==> src/rtl/eth_tx_sched.sv <==
// eth_tx_sched: frame-level round-robin scheduler feeding one byte-wide TX
// framer from S_COUNT AXI-stream sources, with 802.3x PAUSE hold-off.
// Grants are only chosen between frames; a pause only delays the next grant.
module eth_tx_sched #(
    parameter int S_COUNT    = 4,
    parameter int DATA_WIDTH = 8,
    parameter int USER_WIDTH = 1,
    parameter int CL_S_COUNT = $clog2(S_COUNT)
) (
    input  logic                          clk,
    input  logic                          rst,

    input  logic [S_COUNT*DATA_WIDTH-1:0] s_axis_tdata,
    input  logic [S_COUNT-1:0]            s_axis_tvalid,
    output logic [S_COUNT-1:0]            s_axis_tready,
    input  logic [S_COUNT-1:0]            s_axis_tlast,
    input  logic [S_COUNT*USER_WIDTH-1:0] s_axis_tuser,

    output logic [DATA_WIDTH-1:0]         m_axis_tdata,
    output logic                          m_axis_tvalid,
    input  logic                          m_axis_tready,
    output logic                          m_axis_tlast,
    output logic [USER_WIDTH-1:0]         m_axis_tuser,

    input  logic                          clk_enable,
    input  logic                          mii_select,

    input  logic                          cfg_pause_enable,
    input  logic                          rx_pause_valid,
    input  logic [15:0]                   rx_pause_quanta,

    output logic                          grant_valid,
    output logic [CL_S_COUNT-1:0]         grant_index,
    output logic                          paused
);

    localparam int PAUSE_W = 22;
    localparam int IDX_W   = CL_S_COUNT + 1;

    typedef enum logic [0:0] {
        ST_IDLE   = 1'b0,
        ST_ACTIVE = 1'b1
    } state_t;

    state_t                state_reg, state_next;
    logic [CL_S_COUNT-1:0] grant_index_reg, grant_index_next;
    logic [CL_S_COUNT-1:0] last_grant_reg, last_grant_next;
    logic [PAUSE_W-1:0]    pause_cnt_reg, pause_cnt_next;
    logic                  mii_phase_reg, mii_phase_next;
    logic                  paused_reg;

    logic                  byte_tick;
    logic                  rr_found;
    logic [CL_S_COUNT-1:0] rr_index;
    logic                  active;

    // Per-port views of the flattened source buses
    logic [DATA_WIDTH-1:0] port_tdata [S_COUNT];
    logic [USER_WIDTH-1:0] port_tuser [S_COUNT];

    assign active = (state_reg == ST_ACTIVE);

    generate
        for (genvar gi = 0; gi < S_COUNT; gi++) begin : g_port
            assign port_tdata[gi]    = s_axis_tdata[gi*DATA_WIDTH +: DATA_WIDTH];
            assign port_tuser[gi]    = s_axis_tuser[gi*USER_WIDTH +: USER_WIDTH];
            // Only the granted source sees the framer's ready
            assign s_axis_tready[gi] = active && m_axis_tready &&
                                       (grant_index_reg == CL_S_COUNT'(gi));
        end
    endgenerate

    // The output mux is purely combinational from the current grant
    assign m_axis_tdata  = port_tdata[grant_index_reg];
    assign m_axis_tuser  = port_tuser[grant_index_reg];
    assign m_axis_tlast  = s_axis_tlast[grant_index_reg];
    assign m_axis_tvalid = active && s_axis_tvalid[grant_index_reg];

    assign grant_valid = active;
    assign grant_index = grant_index_reg;
    assign paused      = paused_reg;

    // In MII mode a byte takes two enabled cycles, so only every other one ticks
    assign byte_tick = clk_enable && (!mii_select || mii_phase_reg);

    // Round-robin search starting just after the last port served
    always_comb begin : rr_search
        logic [IDX_W-1:0] idx;
        rr_found = 1'b0;
        rr_index = '0;
        idx      = '0;
        for (int k = 1; k <= S_COUNT; k++) begin
            idx = {1'b0, last_grant_reg} + IDX_W'(k);
            if (idx >= IDX_W'(S_COUNT)) begin
                idx = idx - IDX_W'(S_COUNT);
            end
            if (!rr_found && s_axis_tvalid[idx[CL_S_COUNT-1:0]]) begin
                rr_found = 1'b1;
                rr_index = idx[CL_S_COUNT-1:0];
            end
        end
    end

    // Pause counter: a new request replaces the count, byte ticks drain it
    always_comb begin
        pause_cnt_next = pause_cnt_reg;
        if (!cfg_pause_enable) begin
            pause_cnt_next = '0;
        end else if (rx_pause_valid) begin
            pause_cnt_next = {rx_pause_quanta, 6'd0};
        end else if (byte_tick && (pause_cnt_reg != '0)) begin
            pause_cnt_next = pause_cnt_reg - 1'b1;
        end
    end

    // MII byte phase toggles on enabled cycles and is parked at 0 in GMII mode
    always_comb begin
        mii_phase_next = mii_phase_reg;
        if (!mii_select) begin
            mii_phase_next = 1'b0;
        end else if (clk_enable) begin
            mii_phase_next = !mii_phase_reg;
        end
    end

    // Grant FSM: pick a port only between frames and only when not paused,
    // looking at both the current and the next pause count so a strobe
    // arriving alongside a request already blocks that grant
    always_comb begin
        state_next       = state_reg;
        grant_index_next = grant_index_reg;
        last_grant_next  = last_grant_reg;
        case (state_reg)
            ST_IDLE: begin
                if (rr_found && (pause_cnt_reg == '0) && (pause_cnt_next == '0)) begin
                    state_next       = ST_ACTIVE;
                    grant_index_next = rr_index;
                end
            end
            ST_ACTIVE: begin
                if (m_axis_tvalid && m_axis_tready && m_axis_tlast) begin
                    state_next      = ST_IDLE;
                    last_grant_next = grant_index_reg;
                end
            end
            default: begin
                state_next = ST_IDLE;
            end
        endcase
    end

    // State registers; last_grant starts at the top port so port 0 wins first
    always_ff @(posedge clk) begin
        if (rst) begin
            state_reg       <= ST_IDLE;
            grant_index_reg <= '0;
            last_grant_reg  <= CL_S_COUNT'(S_COUNT - 1);
            pause_cnt_reg   <= '0;
            mii_phase_reg   <= 1'b0;
            paused_reg      <= 1'b0;
        end else begin
            state_reg       <= state_next;
            grant_index_reg <= grant_index_next;
            last_grant_reg  <= last_grant_next;
            pause_cnt_reg   <= pause_cnt_next;
            mii_phase_reg   <= mii_phase_next;
            paused_reg      <= (pause_cnt_next != '0);
        end
    end

endmodule

==> config.mk <==
export PLATFORM = sky130hd
export DESIGN_NAME = eth_tx_sched
export DESIGN_NICKNAME = d
export VERILOG_FILES = /design/src/rtl/eth_tx_sched.sv
export SDC_FILE = /design/constraint.sdc
export NUM_CORES = 1
export LEC_CHECK = 0
export BUFFER_PORTS_ARGS = -buffer_cell sky130_fd_sc_hd__buf_2
export CAP_MARGIN = 10
export CORE_MARGIN = 2
export CORE_UTILIZATION = 54
export CTS_CLUSTER_DIAMETER = 150
export DETAILED_ROUTE_END_ITERATION = 10
export GPL_ROUTABILITY_DRIVEN = 0
export GPL_TIMING_DRIVEN = 0
export HOLD_SLACK_MARGIN = 0.08
export MAX_ROUTING_LAYER = met4
export PLACE_DENSITY = 0.93
export SLEW_MARGIN = 20
export SYNTH_ARGS = -nofsm -noshare
export SYNTH_HDL_FRONTEND = slang
export SYNTH_SLANG_ARGS = --single-unit
==> constraint.sdc <==
create_clock -name clk -period 5.4 [get_ports clk]
set_input_delay 1.08 -clock clk [delete_from_list [all_inputs] [get_ports clk]]
set_output_delay 1.08 -clock clk [all_outputs]
set_load 0.02 [all_outputs]
==> results of run 1 <==
[metal layers]
layer  global-route usage, %  vias to the layer above  share of wire, %
li1                        -                     1290                 -
met1                    36.2                     1306                38
met2                    52.1                      185                50
met3                    5.34                       28               8.7
met4                    14.5                        0               3.4
met5                       -                        -                 0
[critical path, stage by stage]
cell and delay, ns:
clkbuf_1 0.31, nand2_1 0.17, or3_1 0.35, buf_6 0.16, nor4_4 0.19, a211oi_1 0.13
a2111o_1 0.37, or4_4 0.46, nor3_4 0.28, mux2i_1 0.24
[layout make-up]
| class | instances | area (µm²) |
|---|---|---|
| repair buffers | 83 | 415 |
| flip-flops and latches | 29 | 581 |
| clock inverters | 3 | 46.3 |
| inverters | 10 | 37.5 |
| fillers | 344 | 1310 |
| multi-input cells | 229 | 1690 |
| plain buffers | 16 | 76.3 |
| clock buffers | 5 | 68.8 |
| well taps | 52 | 65.1 |
[cell usage in the layout (no fill, tap or decap), types with 3 or more instances in the layout]
cell       count
a2111oi_0      7
a211oi_1       4
a21oi_1        5
and2_1         8
and3_1         6
buf_2         84
clkbuf_1      13
clkbuf_8       5
dfxtp_1       29
inv_1         10
mux2i_1        6
mux4_2        11
nand2_1       20
nand2b_1       5
nand3_1        5
nand4_1        8
nor2_1        37
nor2b_1        8
nor3_1         9
nor4_1         3
o2111a_1       3
o2111ai_1      4
o211ai_1       6
o21ai_0        9
o41ai_1        4
or2_2          5
or3_1          6
or4_1          4
or4_4          3
xor2_1         3
[power breakdown]
| part | leakage [nW] | internal, mW | switching (mW) | total [mW] |
|---|---|---|---|---|
| registers | 0.237 | 0.222 | 0.0104 | 0.232 |
| clock network | 0.0543 | 0.138 | 0.0974 | 0.235 |
| logic | 0.989 | 0.0802 | 0.119 | 0.199 |
| total | 1.28 | 0.440 | 0.227 | 0.667 |
[path summary, 6_finish.rpt]
| path | end | slack (ns) |
|---|---|---|
| worst max-delay path | grant_index[1]$_SDFFE_PP0P_ | 1.87 |
| worst max register to register | grant_index[1]$_SDFFE_PP0P_ | 1.99 |
| worst min register to register | last_grant_reg[0]$_SDFFE_PP1P_ | 0.53 |
| worst min-delay path | last_grant_reg[0]$_SDFFE_PP1P_ | 0.53 |
[cells by family (layout without fill, tap and decap cells)]
| family | after synthesis | in the layout | synth area share [%] |
|---|---|---|---|
| and+or+nand+nor | 138 | 138 | 33.1 |
| AOI/OAI and AO/OA | 69 | 69 | 23.0 |
| DFF | 29 | 29 | 24.3 |
| buffers and inverters | 26 | 117 | 4.77 |
| muxes | 17 | 17 | 12.9 |
| xor gates and xnor gates | 4 | 4 | 1.47 |
| adders and majority gates | 1 | 1 | 0.524 |
[metrics by stage]
stage / setup WS [ns] / hold WS (ns) / utilization [%] / std cells
2_1_floorplan: 1.94 / 0.478 / - / 284
3_3_place_gp: 1.67 / 0.494 / 66.8 / 419
3_5_place_dp: 1.59 / 0.511 / 66.8 / 419
4_1_cts: 1.89 / 0.521 / 69.5 / 427
5_1_grt: 1.73 / 0.542 / 69.5 / 427
6_report: 1.87 / 0.531 / 69.5 / 427
==> impl_metrics.csv, run 1 <==
group,metric,value,unit
run_status,status,"finished, final reports clean",
cells_and_area,n_antenna_cell,0,
critical_path,critPathKind,"primary input to register",
critical_path,required,5.62,ns
place,numPortBuffers,83,
grt,grt_pass1_vias,2642,
sta,post-route-period-util,65.4,%
floorplanning,fp.dieH,70.5,µm
critical_path,critPathArrivalTime,3.76,ns
floorplanning,start_util,55.6,%
routing,drt_iter0_markers,398,
critical_path,reg2reg_depth,8,
logic_synthesis,synthesis.nets,352,
grt,grt.overflow.total,0,
logic_synthesis,synth_seq_cells,29,
cells_and_area,drive_gt1_share,32.8,%
logic_synthesis,synth_area_leaders,"dfxtp_1 24%, mux4_2 10%, nor2_1 5.8%, nand2_1 3.1%, a2111oi_0 2.6%",
sta,slew_headroom,51.8,%
clock_network,cts_root_buf,"clkbuf_8",
critical_path,end_kind,"register",
cells_and_area,postLayoutCellArea,0.00298,mm²
logic_synthesis,synth.most_common_cell,"nor2_1",
routing,wirelength,7450,µm
sta,grt_setup_unrepaired,"no",
clock_network,clk_pin_slew_worst_paths,0.08,ns
floorplanning,die_x,70.5,µm
pwr,power_density,224,mW/mm²
clock_network,cts_hold_buf,0,
routing,vias_per_cell,6.58,
pwr,leakage,1.28,nW
clock_network,post_cts_resized,0,
min_path,min_from,"last_grant_reg[0]$_SDFFE_PP1P_",
cells_and_area,final_nets,442,
logic_synthesis,seq_area_frac_synth,24.3,%
sta,fin_worst_skew,0.00834,ns
pwr,peakVddDrop,118,µV
routing,post-route-drc-count,0,
clock_network,clkLatencyLatePin,0.30,ns
floorplanning,io_pins,86,
grt,track_usage,31.1,%
sta,finalHoldViolCount,0,
place,post_dp_cell_area,0.00287,mm²
cells_and_area,area_growth,24.9,%
routing,ant_nets,0,
sta,worst_slew_pin_slew,0.716,ns
logic_synthesis,yosys_most_used_dff,"dfxtp_1",
flow_run,drv_cap,0,
clock_network,post_cts_buffers,0,
logic_synthesis,synth_enable_flop_cells,0,
critical_path,r2r-start,"pause_cnt_reg[4]$_SDFF_PP0_",
sta,timing.setup.tns,0,ns
clock_network,cts_max_level,2,
floorplanning,fp-row-count,24,
logic_synthesis,synth_top_area_share,24.3,%
logic_synthesis,syn_area,0.00239,mm²
logic_synthesis,netlist_instances,284,
critical_path,startpoint,"clk_enable",
logic_synthesis,avgSynthCellArea,8.41,µm²
floorplanning,die_area,0.00497,mm²
pwr,power,0.667,mW
critical_path,timing.critical_path.fanout_max,10,
logic_synthesis,async_reset_ff_share,0,%
logic_synthesis,synth_common_cells,"37 x nor2_1, 29 x dfxtp_1, 20 x nand2_1",
grt,antenna_found_initial,0,
clock_network,clkSinkCount,29,
routing,drt_pre_antenna_iters,8,
routing,avgRoutedWirePerCell,17.4,µm
sta,period_minus_slack,3.53,ns
critical_path,start_kind,"primary input",
sta,drv_slew,0,
clock_network,cts_buffers,5,
min_path,hp-class,"register to register",
grt,grt_pass1_wl,12000,µm
logic_synthesis,yosys_warnings,0,
min_path,holdPathStages,2,
cells_and_area,largest_reg_flops,22,
place,place_hpwl,5680,µm
sta,clock.fmax,0.283,GHz
grt,grt_max_degree,12,
logic_synthesis,synth_area_leader_cell,"dfxtp_1",
floorplanning,core_region_area,0.00429,mm²
clock_network,cts_tree,"done",
sta,setup_viol,0,
routing,num_vias,2809,
clock_network,clockBufferDepth,2,
logic_synthesis,synth_cell_types,59,
(Power assumes the default switching activity.)
==> run 2, diff against run 1 <==
CORE_UTILIZATION = 50   (was 54)
PLACE_DENSITY = 0.87   (was 0.93)
clock period = 3.6 ns   (was 5.4 ns; I/O delays follow)
==> impl_metrics.csv, run 2 (synthesis gave the netlist of run 1 again) <==
group,metric,value,unit
clock_network,cts_max_level,2,
floorplanning,core_region_area,0.00466,mm²
sta,period_minus_slack,3.50,ns
sta,finalHoldViolCount,0,
critical_path,cp_slowest_cell,"a2111oi_0",
floorplanning,die_x,73.1,µm
grt,grt_use_met1,37.1,%
sta,setup_viol,0,
cells_and_area,final_nets,442,
critical_path,start_kind,"register",
grt,busiest_layer,"met2",
routing,wirelength,7750,µm
grt,grt_pass1_vias,2700,
routing,post-route-drc-count,0,
cells_and_area,mostFrequentLayoutCells,"84 x buf_2, 37 x nor2_1, 29 x dfxtp_1",
clock_network,clk_pin_slew_worst_paths,0.07,ns
critical_path,startpoint,"pause_cnt_reg[2]$_SDFF_PP0_",
pwr,power_density,322,mW/mm²
pwr,peakVddDrop,178,µV
cells_and_area,n_antenna_cell,0,
pwr,leakage,1.28,nW
clock_network,cts_tree,"done",
min_path,min_from,"last_grant_reg[0]$_SDFFE_PP1P_",
routing,vias_per_cell,6.63,
floorplanning,fp.dieH,73.1,µm
sta,setup_ws,0.101,ns
sta,fin_worst_skew,0.00877,ns
sta,slew_headroom,54.6,%
critical_path,r2r_slack,0.10,ns
floorplanning,fp-row-count,25,
critical_path,crit_chain,"buf_6 > nor4_2 > nand4_1 > a2111oi_0 > mux2i_1 > nand4_1 > or4_4 > nor3_4 > mux2i_1",
pwr,power,0.958,mW
routing,num_vias,2846,
critical_path,critical_path.top_delay_family,"simple AND/OR/NAND/NOR gates",
place,place_hpwl,5830,µm
sta,clock.fmax,0.286,GHz
min_path,hp-class,"register to register",
min_path,holdPathStages,2,
grt,grt_pass1_wl,12600,µm
grt,antenna_found_initial,0,
critical_path,reg2reg_depth,9,
flow_run,drv_cap,0,
clock_network,clkSinkCount,29,
routing,avgRoutedWirePerCell,18.1,µm
sta,drv_slew,0,
cells_and_area,fill_cells,399,
run_status,status,"finished, final reports clean",
sta,worst_slew_pin_slew,0.674,ns
critical_path,critPathKind,"register to register",
critical_path,timing.critical_path.fanout_max,8,
clock_network,cts_buffers,5,
critical_path,required,3.80,ns
critical_path,cpPeakStageDelay,0.58,ns
grt,use_met3,5.52,%
floorplanning,start_util,51.2,%
critical_path,end_kind,"register",
critical_path,r2r_end,"grant_index[1]$_SDFFE_PP0P_",
cells_and_area,area_growth,24.7,%
grt,grt.met2_usage,52.0,%
sta,post-route-period-util,97.2,%
sta,grt_setup_unrepaired,"no",
critical_path,r2r-start,"pause_cnt_reg[2]$_SDFF_PP0_",
routing,ant_nets,0,
sta,timing.setup.tns,0,ns
cells_and_area,instances_no_fill,429,
cells_and_area,largest_reg_flops,22,
cells_and_area,drive_gt1_share,33.1,%
clock_network,clockBufferDepth,2,
floorplanning,io_pins,86,
clock_network,post_cts_buffers,0,
place,numPortBuffers,83,
floorplanning,die_area,0.00534,mm²
critical_path,critPathArrivalTime,3.70,ns
grt,grt_max_degree,11,
critical_path,cp_num_buf_inv,1,
min_path,hold_end,"last_grant_reg[0]$_SDFFE_PP1P_",
grt,track_usage,31.3,%
clock_network,cts_root_buf,"clkbuf_8",
routing,drt_iter0_markers,557,
place,dp_cells,421,
cells_and_area,layout_commonest_cell,"buf_2",
sta,holdWs,0.512,ns
clock_network,clkLatencyLatePin,0.29,ns
place,place_ws,0.137,ns
routing,drt_pre_antenna_iters,7,
grt,grt.overflow.total,0,
-- run 2: layout make-up --
type                       count  area (µm²)  share of cell area, %
tap                           54        67.6                   2.27
sequential                    29         581                   19.5
multi-input combinational    229        1700                   57.0
buffer                        16        76.3                   2.56
clock buffer                   7        96.3                   3.24
clock inverter                 1        5.00                  0.168
inverter                      10        37.5                   1.26
timing repair buffer          83         415                   14.0
-- run 2: worst max path at each step --
stage                                  endpoint  slack, ns  cells past startpoint
floorplan           grant_index[0]$_SDFFE_PP0P_       0.50                      8
global placement    grant_index[1]$_SDFFE_PP0P_       0.17                      8
detailed placement  grant_index[1]$_SDFFE_PP0P_       0.14                     10
CTS                 grant_index[1]$_SDFFE_PP0P_       0.24                      9
global route        grant_index[1]$_SDFFE_PP0P_      0.002                      8
finish              grant_index[1]$_SDFFE_PP0P_       0.10                      9
-- run 2: timing repair --
item,in CTS,in global routing
endpoints found under the setup margin,0,1
gates resized for setup,0,1
hold buffers,0,0
-- run 2: through the flow --
stage          util (%)  area, µm²
4_1_cts            63.8       2970
6_report           63.9       2980
5_1_grt            63.9       2980
3_3_place_gp       61.6       2870
3_5_place_dp       61.6       2870
2_1_floorplan         -       2390
-- run 2: per-layer routing --
| metal | wire length (µm) | vias to the layer above | share of wire [%] |
|---|---|---|---|
| met5 | 0 | - | 0 |
| li1 | - | 1284 | - |
| met2 | 3690 | 237 | 48 |
| met4 | 380 | 0 | 4.9 |
| met3 | 803 | 46 | 10 |
| met1 | 2870 | 1279 | 37 |
-- run 2: worst reg2reg max path, delay by kind of cell, from the launching register on --
kind	cells	cell delay (ns)
mux	2	0.61
flops	1	0.31
buf+inv	1	0.13
compound gates	1	0.58
simple gates	5	1.78
-- run 2: where the power goes --
| group | internal [mW] | switching (mW) |
|---|---|---|
| Combinational | 0.121 | 0.182 |
| Sequential | 0.333 | 0.0153 |
| Clock | 0.173 | 0.134 |
| Total | 0.626 | 0.331 |
